### config.mk
export PLATFORM = sky130hd
export DESIGN_NAME = ieee_fpu_div
export DESIGN_NICKNAME = d
export VERILOG_FILES = /design/src/rtl/ieee_fpu_pkg.sv /design/src/rtl/ieee_fpu_mant_div.sv /design/src/rtl/ieee_fpu_div.sv
export SDC_FILE = /design/constraint.sdc
export NUM_CORES = 1
export LEC_CHECK = 0
export ABC_AREA = 1
export CAP_MARGIN = 20
export CORE_ASPECT_RATIO = 0.6
export CORE_MARGIN = 5
export CORE_UTILIZATION = 50
export CTS_CLUSTER_SIZE = 30
export DETAILED_ROUTE_END_ITERATION = 12
export DONT_BUFFER_PORTS = 1
export SYNTH_ARGS = -nofsm -noshare
export SYNTH_HDL_FRONTEND = slang
export SYNTH_HIERARCHICAL = 1
export SYNTH_SLANG_ARGS = --single-unit
### constraint.sdc
create_clock -name clk -period 4.8 [get_ports clk]
set_input_delay 0.96 -clock clk [delete_from_list [all_inputs] [get_ports clk]]
set_output_delay 0.96 -clock clk [all_outputs]
set_load 0.05 [all_outputs]
### src/rtl/ieee_fpu_pkg.sv
// Shared definitions for the IEEE-754 single-precision divider:
// field widths, special constants, exception flag positions, FSM states
// and the unpacked-operand view used by the divider datapath.
package ieee_fpu_pkg;

    localparam int EXP_W  = 8;
    localparam int FRAC_W = 23;
    localparam int BIAS   = 127;

    localparam logic [31:0] QNAN = 32'h7FC0_0000;
    localparam logic [31:0] INF  = 32'h7F80_0000;

    // exc_flags = {invalid, div_by_zero, overflow, underflow}
    localparam int FLAG_INVALID   = 3;
    localparam int FLAG_DIV_ZERO  = 2;
    localparam int FLAG_OVERFLOW  = 1;
    localparam int FLAG_UNDERFLOW = 0;

    typedef enum logic [2:0] {
        S_IDLE,
        S_UNPACK,
        S_DIVIDE,
        S_NORM,
        S_ROUND
    } div_state_t;

    typedef struct packed {
        logic              sign;
        logic [EXP_W-1:0]  exp;
        logic [FRAC_W-1:0] frac;
        logic              is_zero;
        logic              is_inf;
        logic              is_nan;
    } fp_unpack_t;

    // Denormals (exp == 0) are classified as zero: they are flushed.
    function automatic fp_unpack_t fp_unpack(input logic [31:0] x);
        fp_unpack_t u;
        u.sign    = x[31];
        u.exp     = x[FRAC_W +: EXP_W];
        u.frac    = x[FRAC_W-1:0];
        u.is_zero = (u.exp == '0);
        u.is_inf  = (u.exp == '1) && (u.frac == '0);
        u.is_nan  = (u.exp == '1) && (u.frac != '0);
        return u;
    endfunction

endpackage

### src/rtl/ieee_fpu_mant_div.sv
// One restoring radix-2 division step on 24-bit mantissas.
// The partial remainder always stays below twice the divisor, so the
// shifted result fits the 25-bit remainder width.
module ieee_fpu_mant_div (
    input  logic [24:0] rem,
    input  logic [23:0] divisor,
    output logic        q_bit,
    output logic [24:0] next_rem
);

    logic [24:0] sel;

    // Compare, conditionally subtract, then shift for the next bit.
    always_comb begin
        q_bit    = (rem >= {1'b0, divisor});
        sel      = q_bit ? (rem - {1'b0, divisor}) : rem;
        next_rem = sel << 1;
    end

endmodule

### src/rtl/ieee_fpu_div.sv
// Multi-cycle IEEE-754 single-precision divider, result = a_in / b_in.
// Start/ready pulse handshake; denormal inputs flushed to zero.
// Build option: FPU_DIV_RNE_EN selects round-to-nearest-even; when it is
// not defined the quotient is truncated toward zero (same latency).
module ieee_fpu_div
    import ieee_fpu_pkg::*;
#(
    parameter int QBITS = 26
) (
    input  logic        clk,
    input  logic        rst,
    input  logic        start,
    input  logic [31:0] a_in,
    input  logic [31:0] b_in,
    output logic        busy,
    output logic        ready_out,
    output logic [31:0] result,
    output logic [3:0]  exc_flags
);

    div_state_t        state;
    logic [31:0]       a_r, b_r;
    fp_unpack_t        ua, ub;
    logic              sign_c;
    logic signed [9:0] exp_calc, exp_r, exp_fin;
    logic [24:0]       rem_r, next_rem;
    logic              q_bit;
    logic [QBITS-1:0]  q_r;
    logic [7:0]        cnt;
    logic [23:0]       mant_r, norm_mant;
    logic              special_r, is_special;
    logic [31:0]       spec_result, rnd_result;
    logic [3:0]        spec_flags, rnd_flags;
    logic              round_up;
    logic [24:0]       mant_inc;
    logic [22:0]       frac_fin;

    // Operand classification and unbiased-difference exponent.
    always_comb begin
        ua       = fp_unpack(a_r);
        ub       = fp_unpack(b_r);
        sign_c   = ua.sign ^ ub.sign;
        exp_calc = 10'(ua.exp) - 10'(ub.exp) + 10'(BIAS);
    end

    ieee_fpu_mant_div u_mant_div (
        .rem      (rem_r),
        .divisor  ({1'b1, ub.frac}),
        .q_bit    (q_bit),
        .next_rem (next_rem)
    );

    // Special-operand results in priority order.
    always_comb begin
        is_special  = 1'b1;
        spec_result = '0;
        spec_flags  = '0;
        if (ua.is_nan || ub.is_nan) begin
            spec_result = QNAN;
        end else if ((ua.is_zero && ub.is_zero) || (ua.is_inf && ub.is_inf)) begin
            spec_result = QNAN;
            spec_flags[FLAG_INVALID] = 1'b1;
        end else if (ub.is_zero && !ua.is_inf) begin
            spec_result = INF | {sign_c, 31'd0};
            spec_flags[FLAG_DIV_ZERO] = 1'b1;
        end else if (ua.is_inf) begin
            spec_result = INF | {sign_c, 31'd0};
        end else if (ua.is_zero || ub.is_inf) begin
            spec_result = {sign_c, 31'd0};
        end else begin
            is_special = 1'b0;
        end
    end

`ifdef FPU_DIV_RNE_EN
    logic [QBITS-1:0] q_norm;
    logic             guard_r, sticky_r;

    // Normalised quotient: leading one moved to the top bit.
    always_comb begin
        q_norm    = q_r[QBITS-1] ? q_r : (q_r << 1);
        norm_mant = q_norm[QBITS-1 -: 24];
    end

    // Capture guard and sticky (dropped bits plus nonzero remainder).
    always_ff @(posedge clk) begin
        if (rst) begin
            guard_r  <= 1'b0;
            sticky_r <= 1'b0;
        end else if (state == S_NORM) begin
            guard_r  <= q_norm[QBITS-25];
            sticky_r <= (|q_norm[QBITS-26:0]) | (|rem_r);
        end
    end
`else
    // Normalised 24-bit mantissa; lower bits are discarded by truncation.
    always_comb begin
        norm_mant = q_r[QBITS-1] ? q_r[QBITS-1 -: 24] : q_r[QBITS-2 -: 24];
    end
`endif

    // Round, renormalise on carry-out, then range-check and pack.
    always_comb begin
`ifdef FPU_DIV_RNE_EN
        round_up = guard_r & (sticky_r | mant_r[0]);
`else
        round_up = 1'b0;
`endif
        mant_inc = {1'b0, mant_r} + {24'd0, round_up};
        exp_fin  = exp_r;
        frac_fin = mant_inc[22:0];
        if (mant_inc[24]) begin
            exp_fin  = exp_r + 10'sd1;
            frac_fin = mant_inc[23:1];
        end
        rnd_flags = '0;
        if (exp_fin >= 10'sd255) begin
            rnd_result = INF | {sign_c, 31'd0};
            rnd_flags[FLAG_OVERFLOW] = 1'b1;
        end else if (exp_fin <= 10'sd0) begin
            rnd_result = {sign_c, 31'd0};
            rnd_flags[FLAG_UNDERFLOW] = 1'b1;
        end else begin
            rnd_result = {sign_c, exp_fin[7:0], frac_fin};
        end
    end

    // Control FSM with registered handshake and result outputs.
    always_ff @(posedge clk) begin
        if (rst) begin
            state     <= S_IDLE;
            busy      <= 1'b0;
            ready_out <= 1'b0;
            result    <= '0;
            exc_flags <= '0;
            a_r       <= '0;
            b_r       <= '0;
            exp_r     <= '0;
            rem_r     <= '0;
            q_r       <= '0;
            cnt       <= '0;
            mant_r    <= '0;
            special_r <= 1'b0;
        end else begin
            ready_out <= 1'b0;
            case (state)
                S_IDLE: begin
                    if (start) begin
                        a_r   <= a_in;
                        b_r   <= b_in;
                        busy  <= 1'b1;
                        state <= S_UNPACK;
                    end
                end
                S_UNPACK: begin
                    exp_r     <= exp_calc;
                    rem_r     <= {2'b01, ua.frac};
                    q_r       <= '0;
                    cnt       <= '0;
                    special_r <= is_special;
                    state     <= is_special ? S_ROUND : S_DIVIDE;
                end
                S_DIVIDE: begin
                    q_r   <= {q_r[QBITS-2:0], q_bit};
                    rem_r <= next_rem;
                    cnt   <= cnt + 8'd1;
                    if (cnt == 8'(QBITS - 1)) begin
                        state <= S_NORM;
                    end
                end
                S_NORM: begin
                    mant_r <= norm_mant;
                    exp_r  <= q_r[QBITS-1] ? exp_r : (exp_r - 10'sd1);
                    state  <= S_ROUND;
                end
                S_ROUND: begin
                    result    <= special_r ? spec_result : rnd_result;
                    exc_flags <= special_r ? spec_flags : rnd_flags;
                    ready_out <= 1'b1;
                    busy      <= 1'b0;
                    state     <= S_IDLE;
                end
                default: state <= S_IDLE;
            endcase
        end
    end

endmodule

==> results of run 1 <==
-- cells by family (layout without fill, tap and decap cells) --
group | count (synthesis) | after routing | synth area share, %
buffers and inverters | 337 | 297 | 12.25
XOR/XNOR | 16 | 16 | 1.248
adder cells (fa/ha/maj) | 40 | 40 | 4.523
AND/OR/NAND/NOR | 759 | 759 | 28.91
AO/OA/AOI/OAI | 340 | 340 | 17.71
other | 2 | 2 | 0.06686
flip-flops | 198 | 198 | 35.29
-- layout by cell type, fill, tap and decap left out, types with 7 or more instances in the layout --
master / Yosys / layout
sky130_fd_sc_hd__nor2_1: 76 / 76
sky130_fd_sc_hd__nand2_1: 523 / 523
sky130_fd_sc_hd__a31oi_1: 24 / 24
sky130_fd_sc_hd__o21ai_1: 12 / 12
sky130_fd_sc_hd__nand4_1: 50 / 50
sky130_fd_sc_hd__clkbuf_16: 0 / 17
sky130_fd_sc_hd__ha_1: 39 / 39
sky130_fd_sc_hd__o21ai_0: 105 / 105
sky130_fd_sc_hd__a21oi_2: 20 / 20
sky130_fd_sc_hd__nand3_1: 61 / 60
sky130_fd_sc_hd__xor2_1: 13 / 13
sky130_fd_sc_hd__nand2_2: 21 / 21
sky130_fd_sc_hd__dfxtp_1: 198 / 198
sky130_fd_sc_hd__inv_1: 248 / 248
sky130_fd_sc_hd__o311ai_1: 18 / 18
sky130_fd_sc_hd__a21oi_1: 139 / 139
sky130_fd_sc_hd__nor3_1: 7 / 7
sky130_fd_sc_hd__inv_2: 7 / 7
-- per-stage QoR --
stage                     hold slack (ps)  setup slack (ps)  cells  instance area (um^2)
final                               456.4              1442   1938                 11890
after global routing                468.9              1183   1938                 11890
after CTS                           452.0              1552   1938                 11890
after detailed placement            445.9              1569   1906                 11250
after global placement              444.8              1602   1906                 11250
after floorplan                     436.3              2721   1692                 11230
-- state kept, by name (all words and copies together) (netlist names) --
register / flops
a_r: 32
b_r: 32
result: 32
q_r: 26
rem_r: 25
mant_r: 23
exp_r: 10
cnt: 8
exc_flags: 4
state: 3
busy: 1
ready_out: 1
special_r: 1
-- power by group --
group	internal (mW)	total (mW)	leakage [nW]	switching, mW
Sequential	1.79	1.92	1.61	0.128
Combinational	0.600	2.07	3.37	1.47
Clock	0.928	1.59	0.305	0.662
Total	3.32	5.58	5.28	2.26
-- metal layers --
metal	vias to the layer above	track usage [%]	part of all wire [%]	routed length, um
li1	5334	-	-	-
met3	19	8.145	11	3482
met4	0	3.567	0.58	188
met5	-	0	0	0
met1	4775	42.90	55	17890
met2	360	28.06	33	10710
-- area by class of cell --
cell class / instances / area share [%]
Clock buffer: 20 / 3.674
Inverter: 259 / 8.221
Clock inverter: 12 / 1.695
Sequential cell: 198 / 33.35
Timing Repair Buffer: 6 / 0.3789
Tap cell: 286 / 3.011
Multi-Input combinational cell: 1157 / 49.67
-- critical path, stage by stage (launching register included) --
cell and delay [ps]:
sky130_fd_sc_hd__dfxtp_1 340, sky130_fd_sc_hd__inv_1 60, sky130_fd_sc_hd__ha_1 350, sky130_fd_sc_hd__nand2_1 230, sky130_fd_sc_hd__inv_1 60, sky130_fd_sc_hd__nand2_1 60, sky130_fd_sc_hd__nand2_1 70, sky130_fd_sc_hd__nand2_1 60
sky130_fd_sc_hd__nand2_1 90, sky130_fd_sc_hd__a21oi_4 580, sky130_fd_sc_hd__nand3_2 650, sky130_fd_sc_hd__nand2_1 230, sky130_fd_sc_hd__nand2_1 100, sky130_fd_sc_hd__nand2_1 80, sky130_fd_sc_hd__o311ai_1 100, sky130_fd_sc_hd__nand2_1 90
sky130_fd_sc_hd__inv_1 50
-- how the worst max path moves through the flow --
| stage | to | cells after the start | startpoint | slack [ps] |
|---|---|---|---|---|
| 2_1_floorplan | rem_r[1] | 15 | b_r[11] | 2720 |
| 3_3_place_gp | rem_r[8] | 16 | b_r[15] | 1600 |
| 3_5_place_dp | rem_r[8] | 16 | b_r[12] | 1570 |
| 4_1_cts | rem_r[8] | 16 | b_r[12] | 1550 |
| 5_1_grt | rem_r[18] | 16 | b_r[12] | 1180 |
| 6_report | rem_r[12] | 16 | b_r[12] | 1440 |
==> results.cfg, run 1 <==
[clock_network]
clockRootBuffer = sky130_fd_sc_hd__clkbuf_16
cts_post_setup_buffers_inserted = 0
clkTransAtPathRegs_ps = 70
ctsLongestPathBuffers = 2
cts_made_buffers = 17
cts.repair.resized = 0
postCtsHoldBufs = 0
clock_sink_count = 198
tritoncts = built
ctsHtreeMaxLevel = 4
clk-insertion-delay-late_ps = 440

[yosys]
ys_ff_latch = 198
post_synth.cell_area_avg_um2 = 6.638
synth_nets = 1799
flip_flop_cell_with_the_highest_count_after_synthesis = sky130_fd_sc_hd__dfxtp_1
ranking_of_synthesized_cells_by_instance_count = sky130_fd_sc_hd__nand2_1 (523), sky130_fd_sc_hd__inv_1 (248), sky130_fd_sc_hd__dfxtp_1 (198), sky130_fd_sc_hd__a21oi_1 (139), sky130_fd_sc_hd__o21ai_0 (105)
synth_cell_types = 54
synth-edff-count = 0
synth_top_area_share_pct = 35.29
synth_area_leaders = sky130_fd_sc_hd__dfxtp_1 (35%), sky130_fd_sc_hd__nand2_1 (17%), sky130_fd_sc_hd__inv_1 (8.3%)
proportion_of_register_bits_with_asynchronous_set_or_reset_after_synthesis_pct = 0
mappedNetlistArea_mm2 = 0.01123
ys_seq_area_share_pct = 35.29
yosys.cell_count.top_type = sky130_fd_sc_hd__nand2_1
yosysTopAreaCell = sky130_fd_sc_hd__dfxtp_1
postSynthCellCount = 1692
ys_warn_count = 6

[worst_setup_path]
timing.setup.critical_path_class = reg -> reg
critPathMaxFanout = 25
rr_worst_depth = 16
crit-reg2reg-launch = b_r[12]
worst_ep_required_time_ps = 5130
reg2reg_setup_slack_ps = 1440
r2r-end = rem_r[12]
startpoint_type = register
critPathArrivalTime_ps = 3690
critPathCaptureType = register

[floorplanning]
chipWidth_um = 203.5
die_area_mm2 = 0.02566
row_count = 42
design.portCount = 105
core_area_mm2 = 0.02207
chipHeight_um = 126.1
initial_utilization_pct = 50.89

[hold_path]
hold_path_startpoint = mant_r[1]
min_delay_path_depth = 2
hp-class = reg -> reg
hold_end = result[1]

[route]
drc = 0
routed-via-count = 10490
wl_per_cell_um = 16.66
drt_pre_antenna_iters = 6
routed_via_density = 5.412
drt_first_iter_violations = 975
final_antenna_net_count = 0
drt_wl_total_um = 32280

[final_layout]
antenna_cells = 0
sequential_cell_area_mm2 = 0.003964
syn_to_final_growth_pct = 5.826
nFillCells = 2272
final_core_utilization_pct = 53.85
multi_input_combinational_cell_area_mm2 = 0.005904
post_route_cells_drive_above_1_share_pct = 6.780
finalNetCount = 1746

[placement]
place_congestion = 0.9814
post_dp_hpwl_um = 23940
numPortBuffers = 0

[grt]
largest_net_degree_at_the_start_of_global_routing = 78
initial_antenna_violation_count = 0
grt_pass1_vias = 8987
track_usage_pct = 24.73
grt_first_pass_wirelength_um = 50510
globalRouteOverflowTotal = 0

[timing]
finalSetupTns_ps = 0
final.min_clock_period_ps = 3358
final_worst_path_cycle_share_pct = 69.95
rsz0062_at_grt = no
tightest_slew_ps = 1014
slew_headroom_pct = 32.40
finalSetupViolCount = 0
drv_slew = 0
hold_viol = 0
fin_skew_ps = 12.24
clock.fmax_mhz = 297.8

[flow_run]
max-cap-violations = 0

[power]
pwr_cell_area_mw_per_mm2 = 469.5
irDropWorstVdd_uv = 301.8
leakagePower_nw = 5.285
design_power_mw = 5.580

[status]
outcome = finished clean
(Power assumes the default switching activity.)
==> run 2, diff against run 1 <==
Clock period 4.8 ns to 3.25 ns, I/O delays scaled along.
==> results.cfg, run 2 (synthesized netlist as in run 1, its figures left out) <==
[power]
p_sw_mw = 3.424
cellInternalPower_mw = 4.792
leakagePower_nw = 5.334
pwr-share-clk_pct = 27.5
irDropWorstVdd_uv = 422.4
power.share.switching_pct = 41.68
comb_power_share_pct = 38.1
pwr_cell_area_mw_per_mm2 = 686.5
seq_power_share_pct = 34.4

[clock_network]
postCtsHoldBufs = 0
tritoncts = built
clock_sink_count = 198
ctsLongestPathBuffers = 2
clkTransAtPathRegs_ps = 80
cts_post_setup_buffers_inserted = 0
clk-insertion-delay-late_ps = 440
cts_made_buffers = 17
clockRootBuffer = sky130_fd_sc_hd__clkbuf_16
cts.repair.resized = 0
ctsHtreeMaxLevel = 4

[timing]
drv_slew = 0
final_worst_path_cycle_share_pct = 83.91
tightest_slew_ps = 832.7
final.min_clock_period_ps = 2727
slew_headroom_pct = 44.49
fin_skew_ps = 15.97
rsz0062_at_grt = no
fin_worst_hold_slack_ps = 279.5
finalSetupTns_ps = 0
hold_viol = 0
clock.fmax_mhz = 366.7
finalSetupViolCount = 0

[floorplanning]
row_count = 42
chipWidth_um = 203.5
initial_utilization_pct = 50.89
die_area_mm2 = 0.02566
design.portCount = 105
core_area_mm2 = 0.02207
chipHeight_um = 126.1

[grt]
grt_first_pass_wirelength_um = 51870
track_usage_pct = 25.43
globalRouteOverflowTotal = 0
grt_pass1_vias = 9012
initial_antenna_violation_count = 3
largest_net_degree_at_the_start_of_global_routing = 78

[final_layout]
final_common_cell = sky130_fd_sc_hd__nand2_1
nFillCells = 2264
mostFrequentLayoutCells = sky130_fd_sc_hd__nand2_1 (523), sky130_fd_sc_hd__inv_1 (248), sky130_fd_sc_hd__dfxtp_1 (198)
final_core_utilization_pct = 54.22
antenna_cells = 0
post_route_cells_drive_above_1_share_pct = 7.521
design_area_mm2 = 0.01197
finalNetCount = 1756
syn_to_final_growth_pct = 6.550
layout_top_registers = a_r: 32 flops, b_r: 32 flops, result: 32 flops

[worst_setup_path]
worstPathBufferInverterCount = 0
critPathCaptureType = register
worstPathCellList = ha_1, nand2_1, nor2_1, and2_1, a21oi_4, nand3_2, nand2_1, nand2_1, o221a_2
crit_path_top_delay_cell = sky130_fd_sc_hd__dfxtp_1
timing.setup.critical_path_class = reg -> reg
critPathArrivalTime_ps = 3070
critPathMaxFanout = 25
worst_ep_required_time_ps = 3590
timing.critical_path.slowest_cell_delay_ps = 500
critical_path.most_common_cell = sky130_fd_sc_hd__nand2_1
crit_cells = 9
startpoint_type = register
rr_worst_depth = 9
worst_path_dominant_cell_family = simple AND/OR/NAND/NOR gates

[route]
drt_pre_antenna_iters = 7
routed-via-count = 10520
drc = 0
drt_first_iter_violations = 1064
final_antenna_net_count = 0
wl_per_cell_um = 17.01
routed_via_density = 5.399
drt_wl_total_um = 33130

[placement]
place_congestion = 0.9569
placed_cell_area_mm2 = 0.01135
numPortBuffers = 0
post_dp_hpwl_um = 24850

[flow_run]
max-cap-violations = 0

[status]
outcome = finished clean

[hold_path]
hp-class = in -> reg
min_delay_path_depth = 1
-- run 2: cell types whose count changed in the layout (fill, tap and decap cells not counted), sizes merged --
cell / previous run / this run
bufinv: 5 / 2
clkinv: 7 / 6
clkbuf: 20 / 21
buf: 6 / 16
inv: 257 / 260
-- run 2: area by class of cell --
type                       instances  area (um^2)  share of cell area, %
multi-input combinational       1157         5904                  49.34
inverter                         259        977.2                  8.165
clock buffer                      21        480.5                  4.015
sequential                       198         3964                  33.12
tap                              286        357.8                  2.990
clock inverter                    11        138.9                  1.160
timing repair buffer              16        145.1                  1.213
-- run 2: final timing paths --
path | endpoint | slack, ps | startpoint
setup / recovery | rem_r[23] | 520 | rem_r[17]
hold / removal | exc_flags[0] | 280 | rst
setup reg to reg | rem_r[23] | 520 | rem_r[17]
hold reg to reg | result[7] | 460 | mant_r[7]
-- run 2: through the flow --
step	instances	setup WS (ps)	total power [mW]
floorplan	1692	1171	5.099
global placement	1916	576.7	5.902
detailed placement	1916	599.0	5.898
CTS	1948	591.9	8.158
global route	1948	283.5	8.748
finish	1948	522.8	8.216
-- run 2: layer usage --
metal  share of wire [%]  global-route usage [%]  vias up  wire length [um]
met5                0.14                       0        -                47
met4                0.90                   4.439        6               299
met3                  11                   9.173       22              3789
met2                  33                   28.41      371             10820
met1                  55                   43.66     4761             18170
li1                    -                       -     5357                 -
-- run 2: power groups by stage --
stage	logic (mW)	registers [mW]	clock network [mW]
6_report	3.13	2.82	2.26
5_1_grt	3.49	2.85	2.41
4_1_cts	3.04	2.82	2.30
3_5_place_dp	3.02	2.87	0
3_3_place_gp	3.03	2.87	0
2_1_floorplan	2.28	2.82	0
==> run 3, diff against run 2 <==
Settings changed: PLACE_DENSITY from default to 0.68.
Clock period 3.25 ns to 2.3 ns, I/O delays scaled along.
==> results.cfg, run 3 (synthesized netlist as in run 1, its figures left out) <==
[status]
outcome = finished clean

[worst_setup_path]
worst_ep_required_time_ps = 2640
critPathMaxFanout = 8
critical_path.most_common_cell = sky130_fd_sc_hd__nand2_1
crit_path_top_delay_cell = sky130_fd_sc_hd__dfxtp_1
critPathCaptureType = register
timing.critical_path.slowest_cell_delay_ps = 440
rr_worst_depth = 13
critPathArrivalTime_ps = 2530
crit-reg2reg-launch = rem_r[6]
reg2reg_setup_slack_ps = 100
startpoint_type = register
worstPathCellList = ha_4, nand2_1, nand2_1, nand2_1, nand2_1, inv_1, nand3_2, nand3_4, nand3_4, clkbuf_16, nand2_1, nand2_1, o221a_2
timing.setup.critical_path_class = reg -> reg
r2r-end = rem_r[23]

[grt]
grt_first_pass_wirelength_um = 50360
globalRouteOverflowTotal = 0
track_usage_pct = 24.15
initial_antenna_violation_count = 3
grt_pass1_vias = 9306
largest_net_degree_at_the_start_of_global_routing = 94

[flow_run]
max-cap-violations = 0

[final_layout]
layout_top_registers = a_r: 32 flops, b_r: 32 flops, result: 32 flops
design_area_mm2 = 0.01269
mostFrequentLayoutCells = sky130_fd_sc_hd__nand2_1 (511), sky130_fd_sc_hd__inv_1 (242), sky130_fd_sc_hd__dfxtp_1 (188)
finalNetCount = 1790
syn_to_final_growth_pct = 12.99
stdcell_count = 1982
post_route_cells_drive_above_1_share_pct = 13.04
final_common_cell = sky130_fd_sc_hd__nand2_1

[timing]
fin_skew_ps = 12.78
drv_slew = 0
final.min_clock_period_ps = 2196
finalSetupViolCount = 0
hold_viol = 0
slew_headroom_pct = 51.53
rsz0062_at_grt = yes
final_worst_path_cycle_share_pct = 95.48
finalSetupTns_ps = 0
tightest_slew_ps = 726.3
clock.fmax_mhz = 455.4

[hold_path]
hold_end = q_r[4]
hold_path_startpoint = rst
min_delay_path_depth = 1
hp-class = in -> reg

[power]
p_sw_mw = 4.906
design_power_mw = 12.05
pwr-share-clk_pct = 26.0
power.share.switching_pct = 40.70
comb_power_share_pct = 40.9
cellInternalPower_mw = 7.147
seq_power_share_pct = 33.1
leakagePower_nw = 5.568
irDropWorstVdd_uv = 633.0
pwr_cell_area_mw_per_mm2 = 949.8

[route]
final_antenna_net_count = 0
wl_per_cell_um = 16.25
routed-via-count = 10720
drt_wl_total_um = 32200
drt_first_iter_violations = 972
drc = 0
routed_via_density = 5.409
drt_pre_antenna_iters = 5

[floorplanning]
chipWidth_um = 203.5
row_count = 42
design.portCount = 105
initial_utilization_pct = 50.89
chipHeight_um = 126.1
die_area_mm2 = 0.02566
core_area_mm2 = 0.02207

[clock_network]
clock_sink_count = 198
ctsLongestPathBuffers = 2
clkTransAtPathRegs_ps = 80
clk-insertion-delay-late_ps = 450
cts_made_buffers = 17
ctsHtreeMaxLevel = 4
clockRootBuffer = sky130_fd_sc_hd__clkbuf_16
tritoncts = built
postCtsHoldBufs = 0

[placement]
post_dp_hpwl_um = 23310
numPortBuffers = 0
dpl.cell_count = 1946
place_congestion = 0.9614
placed_cell_area_mm2 = 0.01161
## run 3: cell types whose count changed in the layout (fill, tap and decap cells not counted), moves of 6 or more
cell                      before  now
sky130_fd_sc_hd__dfxtp_2       0   10
sky130_fd_sc_hd__inv_1       248  242
sky130_fd_sc_hd__nand3_1      60   54
sky130_fd_sc_hd__ha_4          0   20
sky130_fd_sc_hd__nand2_1     523  511
sky130_fd_sc_hd__nand2_2      21   30
sky130_fd_sc_hd__dfxtp_1     198  188
sky130_fd_sc_hd__inv_2         7   14
sky130_fd_sc_hd__buf_4        14   39
sky130_fd_sc_hd__ha_1         39   19
## run 3: what timing repair did
action                     4_1_cts  5_1_grt
setup buffers                    0        3
pin swaps                        0       14
gates cloned                     0        1
resized for setup                8       80
setup endpoints to repair        6       24
## run 3: routing by layer
layer | share of wire, % | track usage (%)
met5 | 0.065 | 0
met4 | 1.1 | 5.113
met3 | 8.5 | 6.244
met2 | 37 | 30.83
met1 | 53 | 39.51
## run 3: cell type report
type	instances	area, um^2
fill	2135	9380
multi-input combinational	1157	6305
sequential	198	3976
inverter	259	975.9
timing repair buffer	50	474.2
clock buffer	18	439.2
tap	286	357.8
clock inverter	13	160.2
antenna	1	2.502
## run 3: power by group through the flow
stage / registers (mW) / logic [mW] / clock network, mW
3_5_place_dp: 4.04 / 4.38 / 0
2_1_floorplan: 3.99 / 3.22 / 0
6_report: 3.99 / 4.93 / 3.13
3_3_place_gp: 4.03 / 4.36 / 0
4_1_cts: 3.96 / 4.45 / 3.18
5_1_grt: 4.03 / 5.44 / 3.33
## run 3: worst max-delay path by stage
stage	startpoint	endpoint	slack [ps]	depth (start not counted)
2_1_floorplan	b_r[11]	rem_r[1]	220	15
3_3_place_gp	b_r[13]	rem_r[23]	-70	11
3_5_place_dp	b_r[21]	rem_r[1]	-30	11
4_1_cts	b_r[15]	rem_r[1]	7	12
5_1_grt	b_r[10]	rem_r[13]	-20	17
6_report	rem_r[6]	rem_r[23]	100	13
## run 3: through the flow
| step | util (%) | setup slack [ps] | hold slack [ps] |
|---|---|---|---|
| 6_report | 57.50 | 103.9 | 74.53 |
| 5_1_grt | 57.50 | -18.57 | 52.78 |
| 4_1_cts | 55.46 | 7.180 | 50.09 |
| 3_5_place_dp | 52.60 | -33.58 | 446.5 |
| 3_3_place_gp | 52.60 | -69.77 | 444.7 |
| 2_1_floorplan | - | 221.0 | 436.3 |
## run 3: critical path: cells and delay by family (launching register included)
| family | cells | cell delay, ps |
|---|---|---|
| adder cells (fa/ha/maj) | 1 | 250 |
| flip-flops | 1 | 440 |
| AND/OR/NAND/NOR | 9 | 820 |
| buffers and inverters | 2 | 290 |
| AO/OA/AOI/OAI | 1 | 280 |
